--- config.mk ---
export PLATFORM = sky130hd
export DESIGN_NAME = nes_oam_dma
export DESIGN_NICKNAME = d
export VERILOG_FILES = /design/src/rtl/nes_oam_dma.sv
export SDC_FILE = /design/constraint.sdc
export NUM_CORES = 1
export LEC_CHECK = 0
export CORE_MARGIN = 3
export CORE_UTILIZATION = 40
export DETAILED_ROUTE_END_ITERATION = 6
export GPL_ROUTABILITY_DRIVEN = 1
export HOLD_SLACK_MARGIN = 0.06
export PLACE_DENSITY = 0.76
export SLEW_MARGIN = 20
export SYNTH_ARGS = -nofsm -noshare
export SYNTH_HDL_FRONTEND = slang
export SYNTH_SLANG_ARGS = --single-unit
--- constraint.sdc ---
create_clock -name clk -period 2.5 [get_ports clk]
set_clock_uncertainty 0.2 [all_clocks]
set_input_delay 0.25 -clock clk [delete_from_list [all_inputs] [get_ports clk]]
set_output_delay 0.25 -clock clk [all_outputs]
set_load 0.02 [all_outputs]
--- src/rtl/nes_oam_dma.sv ---
// Sprite OAM DMA engine: snoops CPU writes to the trigger register, halts the CPU
// and copies one 256-byte page to the OAM data port as alternating read/write cycles.
module nes_oam_dma #(
   parameter int                  NumDb    = 8,
   parameter logic [2*NumDb-1:0]  DMA_REG  = 16'h4014,
   parameter logic [2*NumDb-1:0]  OAM_PORT = 16'h2004
) (
   input  logic                 clk,
   input  logic                 rst_b,
   input  logic [2*NumDb-1:0]   cpu_addr,
   input  logic [NumDb-1:0]     cpu_data,
   input  logic                 cpu_r_bw,
   output logic                 cpu_rdy,
   output logic [2*NumDb-1:0]   bus_addr,
   output logic [NumDb-1:0]     bus_wdata,
   output logic                 bus_r_bw,
   input  logic [NumDb-1:0]     bus_rdata,
   output logic                 dma_active
);

   typedef enum logic [2:0] {
      IDLE  = 3'd0,
      HALT  = 3'd1,
      ALIGN = 3'd2,
      READ  = 3'd3,
      WRITE = 3'd4
   } state_t;

   state_t            r_state;
   logic              r_parity;
   logic [NumDb-1:0]  r_page;
   logic [NumDb-1:0]  r_byte;
   logic [NumDb-1:0]  r_hold;
   logic              w_trigger;

   assign w_trigger = (cpu_r_bw == 1'b0) && (cpu_addr == DMA_REG);

   // HALT checks parity so that every READ lands on an even cycle; ALIGN pads one cycle otherwise.
   always_ff @(posedge clk or negedge rst_b) begin
      if (!rst_b) begin
         r_state  <= IDLE;
         r_parity <= 1'b0;
         r_page   <= '0;
         r_byte   <= '0;
         r_hold   <= '0;
      end else begin
         r_parity <= ~r_parity;
         case (r_state)
            IDLE: begin
               if (w_trigger) begin
                  r_page  <= cpu_data;
                  r_byte  <= '0;
                  r_state <= HALT;
               end
            end
            HALT:  r_state <= r_parity ? READ : ALIGN;
            ALIGN: r_state <= READ;
            READ: begin
               r_hold  <= bus_rdata;
               r_state <= WRITE;
            end
            WRITE: begin
               if (r_byte == {NumDb{1'b1}}) begin
                  r_state <= IDLE;
               end else begin
                  r_byte  <= r_byte + NumDb'(1);
                  r_state <= READ;
               end
            end
            default: r_state <= IDLE;
         endcase
      end
   end

   // Outputs follow the state combinationally so the CPU stalls and the bus is released without delay.
   always_comb begin
      cpu_rdy    = 1'b1;
      dma_active = 1'b0;
      bus_addr   = cpu_addr;
      bus_wdata  = cpu_data;
      bus_r_bw   = cpu_r_bw;
      case (r_state)
         HALT, ALIGN: begin
            cpu_rdy    = 1'b0;
            dma_active = 1'b1;
            bus_addr   = {r_page, {NumDb{1'b0}}};
            bus_wdata  = r_hold;
            bus_r_bw   = 1'b1;
         end
         READ: begin
            cpu_rdy    = 1'b0;
            dma_active = 1'b1;
            bus_addr   = {r_page, r_byte};
            bus_wdata  = r_hold;
            bus_r_bw   = 1'b1;
         end
         WRITE: begin
            cpu_rdy    = 1'b0;
            dma_active = 1'b1;
            bus_addr   = OAM_PORT;
            bus_wdata  = r_hold;
            bus_r_bw   = 1'b0;
         end
         default: ;
      endcase
   end

endmodule

==> summary.md, run 1 <==
Clock network
* 0 — post-CTS setup-driven buffer insertion count
* done — clock tree from TritonCTS
* 270 ps — worst skew pair latency
* 1 — depth of the CTS H-tree
* 28 — sink count of the clock tree
* 0 — Post-CTS Hold Fix Bufs
* 90 ps — clk slew on worst S/H paths
* 2 — maximum clock path buffer count
* 3 — cts bufs inserted
* 7 — Resized cells post-CTS
* sky130_fd_sc_hd__clkbuf_8 — clock root cell

Power and ir drop
* 0.080 — clock network fraction of total power
* 1.33 nW — LEAKAGE
* 0.761 mV — worst voltage drop across the vdd grid
* 1.57 mW — net switching power
* 0.220 — sequential group share of total power
* 0.456 — fraction of power spent switching nets
* 0.700 — combinational group share of total power
* 3.45 mW — Total Power
* 1.88 mW — Internal Pwr Total
* 1370 nW/um^2 — power density over the cells

Synth
* 9.51 um^2 — post-synthesis average cell area
* sky130_fd_sc_hd__dfrtp_1 — Yosys top cell by area
* 28 — total of flip-flops plus latches after synthesis
* sky130_fd_sc_hd__nand2_1, sky130_fd_sc_hd__dfrtp_1, sky130_fd_sc_hd__mux2_2 — top cells by count, synth
* 0 — count of flip-flops with a built-in enable after synthesis
* 175 — Syn Inst Count
* sky130_fd_sc_hd__dfrtp_1 — most used flip-flop cell after synthesis
* 0 — Ys Warns
* sky130_fd_sc_hd__dfrtp_1, sky130_fd_sc_hd__mux2_2, sky130_fd_sc_hd__nand2_1 — cells taking the most area after synthesis
* 0.421 — part of the Yosys area used for sequential elements
* 211 — Post-Syn Nets
* 0.421 — Synth top area share
* 1660 um^2 — post-synthesis instance area
* 41 — Yosys cell types
* 1.00 — Synth async-reset ratio
* sky130_fd_sc_hd__nand2_1 — top-count cell post-synth

Setup path
* flip-flop to output port — Worst Path Class, Setup
* 2050 ps — critical path required time
* flip-flop — critical path launch point type
* 1950 ps — worst path arrival time
* 9 — crit path max fanout
* output port — critical path endpoint category

Run
* 0 — Max-Cap Viols

Drt
* 0 — antenna violation net count after detailed routing
* 0 — DRC violation count after routing
* 107 — DRC marker count from the first detailed-route iteration
* 1,576 — total vias in the final route
* 5.32 — average vias per placed instance
* 4 — Initial DRT Pass Iterations
* 4450 um — final wirelength
* 15.0 um — per-cell routed wire length

Run status
* finished clean — status

Timing
* 0 — number of hold violations in the final report
* no — RSZ-0062 raised after global routing
* 0.482 — worst slew margin relative to its limit
* 0 — final setup violation count
* 0.960 — share of the clock period used by the worst path
* 417 MHz — fmax
* 2400 ps — min Tclk post-route
* 0 — number of max-slew violations in the final report
* 0 ps — total negative slack
* 770 ps — actual transition at the worst max-transition pin

Floorplan
* 70.5 um — die extent in y
* 3830 um^2 — area of the core
* 4970 um^2 — Die Footprint
* 22 — count of standard-cell rows
* 70.5 um — Chip Width
* 0.435 — starting utilization of the core area
* 62 — total I/O pin count

Global routing
* 29 — pin count of the biggest net entering global routing
* 1,511 — vias in the first global route
* 0 — initial antenna violation count
* 0.183 — combined global-route utilization of all metal layers
* 7270 um — global-route wire length before repair
* 0 — Remaining Overflow, GRT

Cells and area
* 301 — number of filler cells placed in the layout
* 0.190 — fraction of layout instances using a drive strength above 1
* 285 — count of nets after finishing
* 51.4% — area growth from synthesis to layout
* 296 — final instance count without filler cells
* 0 — number of antenna repair diodes

Placement
* 292 — cell count after placement
* 61 — IO buf count
* 3390 um — half-perimeter wire length after placement
* 0.759 — routability cong.

Min path
* input pin to async pin — classification of the worst-slack hold path

==> final cells by class <==
| cell class | count | area, um^2 | area share |
|---|---|---|---|
| multi-input combinational | 131 | 903 | 0.359 |
| timing repair buffer | 77 | 767 | 0.305 |
| sequential | 28 | 703 | 0.279 |
| tap | 48 | 60.1 | 0.0238 |
| clock buffer | 4 | 55.1 | 0.0219 |
| inverter | 8 | 30.0 | 0.0119 |
==> stage by stage <==
step	util	setup slack, ps	hold slack, ps	area, um^2
CTS	0.647	1.59	148	2470
finish	0.658	101	144	2520
global route	0.658	8.95	150	2520
detailed placement	0.633	-93.5	202	2420
floorplan	-	253	-246	1670
global placement	0.633	-74.6	198	2420
==> sequential cells by signal, summed over array words and instances (netlist names) <==
signal,count
r_byte,8
r_hold,8
r_page,8
r_state,3
r_parity,1
==> cell usage in the layout (no fill, tap or decap), types with 2 or more instances in the layout <==
cell and instances:
sky130_fd_sc_hd__or3_1 3, sky130_fd_sc_hd__nand3_1 5, sky130_fd_sc_hd__nand2_1 37, sky130_fd_sc_hd__o21ai_0 9, sky130_fd_sc_hd__a22o_1 7, sky130_fd_sc_hd__clkdlybuf4s50_1 39, sky130_fd_sc_hd__a21oi_1 2, sky130_fd_sc_hd__nor3_1 3
sky130_fd_sc_hd__o211ai_1 3, sky130_fd_sc_hd__nor2_1 5, sky130_fd_sc_hd__dfrtp_2 2, sky130_fd_sc_hd__o22ai_1 8, sky130_fd_sc_hd__dlymetal6s2s_1 17, sky130_fd_sc_hd__clkbuf_8 4, sky130_fd_sc_hd__mux2i_1 9, sky130_fd_sc_hd__dfrtp_1 26
sky130_fd_sc_hd__mux2_2 16, sky130_fd_sc_hd__buf_4 16, sky130_fd_sc_hd__inv_1 8, sky130_fd_sc_hd__dlygate4sd2_1 5
==> power by group through the flow <==
| stage | Combinational [mW] | Clock [mW] | Sequential (mW) |
|---|---|---|---|
| CTS | 2.47 | 0.286 | 0.756 |
| floorplan | 1.47 | 0 | 0.705 |
| global placement | 2.50 | 0 | 0.759 |
| global route | 2.60 | 0.315 | 0.784 |
| detailed placement | 2.50 | 0 | 0.762 |
| finish | 2.41 | 0.276 | 0.758 |
==> kinds of logic after synthesis <==
| kind of cell | share of synthesized area |
|---|---|
| AND/OR/NAND/NOR | 0.204 |
| AO/OA/AOI/OAI | 0.147 |
| flip-flops | 0.421 |
| multiplexers | 0.162 |
| buffers and inverters | 0.0413 |
| XOR/XNOR | 0.0105 |
| adder cells (fa/ha/maj) | 0.0135 |
==> worst max-delay path, stage by stage (launching register included) <==
cell                              delay (ps)
sky130_fd_sc_hd__dfrtp_2                 480
sky130_fd_sc_hd__nor2_4                  160
sky130_fd_sc_hd__xnor2_2                 130
sky130_fd_sc_hd__buf_4                   200
sky130_fd_sc_hd__nand2_1                  70
sky130_fd_sc_hd__nand2_1                  50
sky130_fd_sc_hd__clkdlybuf4s50_1         590
==> worst paths after layout <==
| check | cells after the start | startpoint | slack [ps] | endpoint |
|---|---|---|---|---|
| max in group asynchronous | 2 | rst_b | 1670 | r_state[1] |
| worst min-delay path | 2 | rst_b | 140 | r_hold[6] |
| worst max register to register | 4 | r_state[1] | 250 | r_page[5] |
| worst min register to register | 1 | r_parity | 210 | r_parity |
| min in group clk | 1 | r_parity | 210 | r_parity |
| worst max-delay path | 6 | r_state[1] | 100 | bus_wdata[6] |
==> per-layer routing <==
| metal | wire, um | share of wire | vias up | global-route usage |
|---|---|---|---|---|
| met1 | 2010 | 0.45 | 739 | 0.250 |
| met4 | 39 | 0.0088 | 0 | 0.0383 |
| met5 | 0 | 0 | - | 0 |
| met2 | 2130 | 0.48 | 49 | 0.297 |
| li1 | - | - | 781 | - |
| met3 | 271 | 0.061 | 7 | 0.0417 |
Note: power is estimated with default switching activity, not from simulation.
==> inputs of run 2 (changes only) <==
--- a/config.mk
+++ b/config.mk
@@ -7,10 +7,11 @@
 export LEC_CHECK = 0
 export CORE_MARGIN = 3
 export CORE_UTILIZATION = 40
+export CTS_CLUSTER_SIZE = 30
 export DETAILED_ROUTE_END_ITERATION = 6
 export GPL_ROUTABILITY_DRIVEN = 1
 export HOLD_SLACK_MARGIN = 0.06
-export PLACE_DENSITY = 0.76
+export PLACE_DENSITY = 0.73
 export SLEW_MARGIN = 20
 export SYNTH_ARGS = -nofsm -noshare
 export SYNTH_HDL_FRONTEND = slang
==> summary.md, run 2 (same netlist as run 1, synthesis figures left out) <==
Run status
* finished clean — status

Timing
* 0 — number of hold violations in the final report
* 376 ps — actual transition at the worst max-transition pin
* 0.961 — share of the clock period used by the worst path
* 144 ps — minimum hold slack
* 0 — number of max-slew violations in the final report
* 2400 ps — min Tclk post-route
* 0.746 — worst slew margin relative to its limit
* 416 MHz — fmax
* no — RSZ-0062 raised after global routing
* 0 — final setup violation count

Drt
* 45 — DRC marker count from the first detailed-route iteration
* 0 — DRC violation count after routing
* 15.5 um — per-cell routed wire length
* 4 — Initial DRT Pass Iterations
* 5.34 — average vias per placed instance
* 1,585 — total vias in the final route
* 0 — antenna violation net count after detailed routing
* 4590 um — final wirelength

Global routing
* 0 — Remaining Overflow, GRT
* 1,554 — vias in the first global route
* 0.194 — combined global-route utilization of all metal layers
* 29 — pin count of the biggest net entering global routing
* 7690 um — global-route wire length before repair
* 0 — initial antenna violation count

Cells and area
* 0 — number of antenna repair diodes
* 286 — count of nets after finishing
* sky130_fd_sc_hd__clkdlybuf4s50_1 — most common cell after layout, fill and taps aside
* 2490 um^2 — Layout Cell Area excl Fill
* 0.185 — fraction of layout instances using a drive strength above 1
* 0.651 — share of the core filled with cells
* 335 — number of filler cells placed in the layout
* 49.6% — area growth from synthesis to layout
* r_byte (8), r_hold (8), r_page (8) — registers with the most flip-flops
* sky130_fd_sc_hd__clkdlybuf4s50_1, sky130_fd_sc_hd__nand2_1, sky130_fd_sc_hd__dfrtp_1, sky130_fd_sc_hd__dlygate4sd2_1 — top library cells by usage in the layout, fill and taps aside

Min path
* input pin to async pin — classification of the worst-slack hold path

Power and ir drop
* 0.718 mV — worst voltage drop across the vdd grid
* 1390 nW/um^2 — power density over the cells
* 0.459 — fraction of power spent switching nets
* 0.216 — sequential group share of total power
* 1.19 nW — LEAKAGE
* 0.680 — combinational group share of total power
* 1.87 mW — Internal Pwr Total
* 1.58 mW — net switching power
* 0.104 — clock network fraction of total power

Floorplan
* 4970 um^2 — Die Footprint
* 22 — count of standard-cell rows
* 70.5 um — die extent in y
* 70.5 um — Chip Width
* 3830 um^2 — area of the core
* 62 — total I/O pin count
* 0.435 — starting utilization of the core area

Setup path
* output port — critical path endpoint category
* 1950 ps — worst path arrival time
* inv_1, and3_2, nand2_1, nand3_1, clkdlybuf4s50_1 — cells along the critical path
* buffers and inverters — kind of cell adding the most delay to the critical path
* sky130_fd_sc_hd__clkdlybuf4s50_1 — Crit-path slowest cell
* 2050 ps — critical path required time
* flip-flop to output port — Worst Path Class, Setup
* 9 — crit path max fanout
* 610 ps — worst stage delay on the critical path
* 2 — buffers plus inverters on the worst setup path
* flip-flop — critical path launch point type

Clock network
* 100 ps — clk slew on worst S/H paths
* 2 — maximum clock path buffer count
* 270 ps — worst skew pair latency
* 28 — sink count of the clock tree
* done — clock tree from TritonCTS
* sky130_fd_sc_hd__clkbuf_8 — clock root cell
* 1 — depth of the CTS H-tree
* 3 — cts bufs inserted

Run
* 0 — Max-Cap Viols

Placement
* 61 — IO buf count
* 0.780 — routability cong.
* 3490 um — half-perimeter wire length after placement
* 2420 um^2 — Post-DP Area

## run 2: changes by cell type in the layout (fill, tap and decap cells not counted)
cell / previous run / this run
sky130_fd_sc_hd__clkdlybuf4s50_1: 39 / 41
sky130_fd_sc_hd__buf_6: 0 / 1
sky130_fd_sc_hd__dlygate4sd2_1: 5 / 18
sky130_fd_sc_hd__dlymetal6s2s_1: 17 / 2
sky130_fd_sc_hd__dfrtp_1: 26 / 28
sky130_fd_sc_hd__bufinv_16: 0 / 1
sky130_fd_sc_hd__clkbuf_8: 4 / 3
sky130_fd_sc_hd__dfrtp_2: 2 / 0
## run 2: worst reg2reg max path, stage by stage, from the launching register on
cell and delay, ps:
sky130_fd_sc_hd__dfrtp_1 430, sky130_fd_sc_hd__or2_2 350, sky130_fd_sc_hd__or4_4 570, sky130_fd_sc_hd__nor2_8 190, sky130_fd_sc_hd__mux2_2 360
## run 2: layout make-up
class	count	area, um^2	share of cell area
clock buffer	3	41.3	0.0166
clock inverter	1	30.0	0.0121
inverter	8	30.0	0.0121
multi-input combinational	131	903	0.363
sequential	28	701	0.281
tap	48	60.1	0.0241
timing repair buffer	78	724	0.291
## run 2: power by group through the flow
stage / sequential (mW) / clock, mW / combinational (mW)
final: 0.746 / 0.360 / 2.34
after global routing: 0.772 / 0.376 / 2.57
after CTS: 0.744 / 0.360 / 2.37
after detailed placement: 0.752 / 0 / 2.52
after global placement: 0.747 / 0 / 2.50
after floorplan: 0.705 / 0 / 1.47
## run 2: final timing paths
check / startpoint / to / slack [ps] / cells after the start
worst max-delay path: r_state[2] / bus_addr[2] / 100 / 5
worst min-delay path: rst_b / r_hold[5] / 140 / 2
worst max register to register: r_state[1] / r_page[5] / 290 / 4
worst min register to register: r_parity / r_parity / 210 / 1
max in group asynchronous: rst_b / r_byte[1] / 1670 / 2
min in group clk: r_parity / r_parity / 210 / 1
## run 2: timing repair
action,in CTS,in global routing
pin swaps,1,1
setup endpoints to repair,19,4
gates resized for setup,20,2
hold buffers,0,0
buffers inserted,0,1
## run 2: routing by layer
| metal | share of wire | up-vias | track usage |
|---|---|---|---|
| li1 | - | 772 | - |
| met1 | 0.45 | 762 | 0.268 |
| met2 | 0.48 | 49 | 0.313 |
| met3 | 0.061 | 2 | 0.0273 |
| met4 | 0.0078 | 0 | 0.0596 |
| met5 | 0 | - | 0 |
## run 2: metrics by stage
step / TNS [ps] / worst slack (ps) / cells / total power [mW]
2_1_floorplan: 0 / 253 / 175 / 2.17
3_3_place_gp: -599 / -75.4 / 292 / 3.25
6_report: 0 / 97.7 / 297 / 3.45
3_5_place_dp: -868 / -113 / 292 / 3.27
4_1_cts: 0 / 12.2 / 296 / 3.47
5_1_grt: 0 / 0.185 / 297 / 3.71
==> inputs of run 3 (changes only) <==
--- a/config.mk
+++ b/config.mk
@@ -9,9 +9,9 @@
 export CORE_UTILIZATION = 40
 export CTS_CLUSTER_SIZE = 30
 export DETAILED_ROUTE_END_ITERATION = 6
+export DONT_BUFFER_PORTS = 1
 export GPL_ROUTABILITY_DRIVEN = 1
 export HOLD_SLACK_MARGIN = 0.06
-export PLACE_DENSITY = 0.73
 export SLEW_MARGIN = 20
 export SYNTH_ARGS = -nofsm -noshare
 export SYNTH_HDL_FRONTEND = slang
==> summary.md, run 3 (same netlist as run 1, synthesis figures left out) <==
Floorplan
* 3830 um^2 — area of the core
* 70.5 um — Chip Width
* 4970 um^2 — Die Footprint
* 0.435 — starting utilization of the core area
* 70.5 um — die extent in y
* 22 — count of standard-cell rows
* 62 — total I/O pin count

Cells and area
* 701 um^2 — Storage cell area
* sky130_fd_sc_hd__nand2_1, sky130_fd_sc_hd__dfrtp_1, sky130_fd_sc_hd__dlygate4sd3_1, sky130_fd_sc_hd__mux2_2 — top library cells by usage in the layout, fill and taps aside
* 246 — final instance count without filler cells
* 2020 um^2 — Layout Cell Area excl Fill
* 0.192 — fraction of layout instances using a drive strength above 1
* r_byte (8), r_hold (8), r_page (8) — registers with the most flip-flops
* 0 — number of antenna repair diodes
* sky130_fd_sc_hd__nand2_1 — most common cell after layout, fill and taps aside
* 902 um^2 — Multi-input gate area
* 0.528 — share of the core filled with cells
* 355 — number of filler cells placed in the layout
* 21.5% — area growth from synthesis to layout
* 235 — count of nets after finishing

Placement
* 1760 um^2 — Post-DP Area
* 3360 um — half-perimeter wire length after placement
* 224 — cell count after placement
* 0.833 — routability cong.
* 0 — IO buf count

Clock network
* 28 — sink count of the clock tree
* 100 ps — clk slew on worst S/H paths
* 3 — cts bufs inserted
* sky130_fd_sc_hd__clkbuf_8 — clock root cell
* 1 — depth of the CTS H-tree
* done — clock tree from TritonCTS
* 280 ps — worst skew pair latency
* 2 — maximum clock path buffer count
* 0 — post-CTS setup-driven buffer insertion count

Drt
* 4420 um — final wirelength
* 18.0 um — per-cell routed wire length
* 0 — DRC violation count after routing
* 1,420 — total vias in the final route
* 4 — Initial DRT Pass Iterations
* 57 — DRC marker count from the first detailed-route iteration
* 0 — antenna violation net count after detailed routing
* 5.77 — average vias per placed instance

Setup path
* flip-flop to output port — Worst Path Class, Setup
* 500 ps — worst stage delay on the critical path
* output port — critical path endpoint category
* 11 — crit path max fanout
* flip-flop — critical path launch point type
* sky130_fd_sc_hd__dfrtp_1 — Crit-path slowest cell
* 1880 ps — worst path arrival time
* buf_4, xnor2_2, inv_1, buf_4, nand2_1, nand2_1 — cells along the critical path
* 2050 ps — critical path required time

Timing
* 704 ps — actual transition at the worst max-transition pin
* 430 MHz — fmax
* 0 — final setup violation count
* no — RSZ-0062 raised after global routing
* 0.527 — worst slew margin relative to its limit
* 0.931 — share of the clock period used by the worst path
* 0 — number of hold violations in the final report
* 0 ps — total negative slack
* 0 — number of max-slew violations in the final report
* 2330 ps — min Tclk post-route

Global routing
* 0.183 — combined global-route utilization of all metal layers
* 7250 um — global-route wire length before repair
* 0 — initial antenna violation count
* 0 — Remaining Overflow, GRT
* 1,432 — vias in the first global route
* 29 — pin count of the biggest net entering global routing

Run
* 0 — Max-Cap Viols

Power and ir drop
* 0.925 nW — LEAKAGE
* 2.92 mW — Total Power
* 1440 nW/um^2 — power density over the cells
* 0.802 mV — worst voltage drop across the vdd grid

Run status
* finished clean — status

Min path
* input pin to async pin — classification of the worst-slack hold path

run 3: layout make-up:
type                            count  share of cell area
Multi-Input combinational cell    131               0.446
Sequential cell                    28               0.347
Timing Repair Buffer               27               0.127
Tap cell                           48              0.0297
Clock buffer                        3              0.0204
Clock inverter                      1              0.0149
Inverter                            8              0.0149
run 3: final timing paths:
kind / from / to / slack [ps] / cells past startpoint
max in group asynchronous: rst_b / r_hold[7] / 1750 / 2
min: rst_b / r_hold[4] / 200 / 2
max: r_state[2] / bus_wdata[5] / 170 / 6
min reg2reg: r_parity / r_parity / 210 / 1
max reg2reg: r_byte[0] / r_byte[3] / 290 / 5
min in group clk: r_parity / r_parity / 210 / 1
run 3: metrics by stage:
stage,worst slack [ps],hold slack [ps]
detailed placement,309,-245
global route,45.2,212
floorplan,253,-246
CTS,197,197
global placement,345,-245
finish,173,198
run 3: repair_timing:
item | 4_1_cts | 5_1_grt
gates resized for setup | 0 | 0
endpoints found under the hold margin | 44 | 0
hold buffers | 18 | 0
run 3: layer usage:
layer	up-vias	part of all wire	track usage
li1	669	-	-
met1	696	0.41	0.221
met2	49	0.51	0.320
met3	6	0.068	0.0619
met4	0	0.0091	0.0277
met5	-	0	0
run 3: report_power, final:
group | total, mW | internal, mW | switching [mW]
logic | 1.81 | 0.600 | 1.21
clock network | 0.362 | 0.215 | 0.147
registers | 0.745 | 0.603 | 0.143
run 3: worst max-delay path, delay by kind of cell, from the launching register on:
kind | cells | cell delay, ps
buffers and inverters | 3 | 700
flip-flops | 1 | 500
AND/OR/NAND/NOR | 2 | 260
XOR/XNOR | 1 | 140
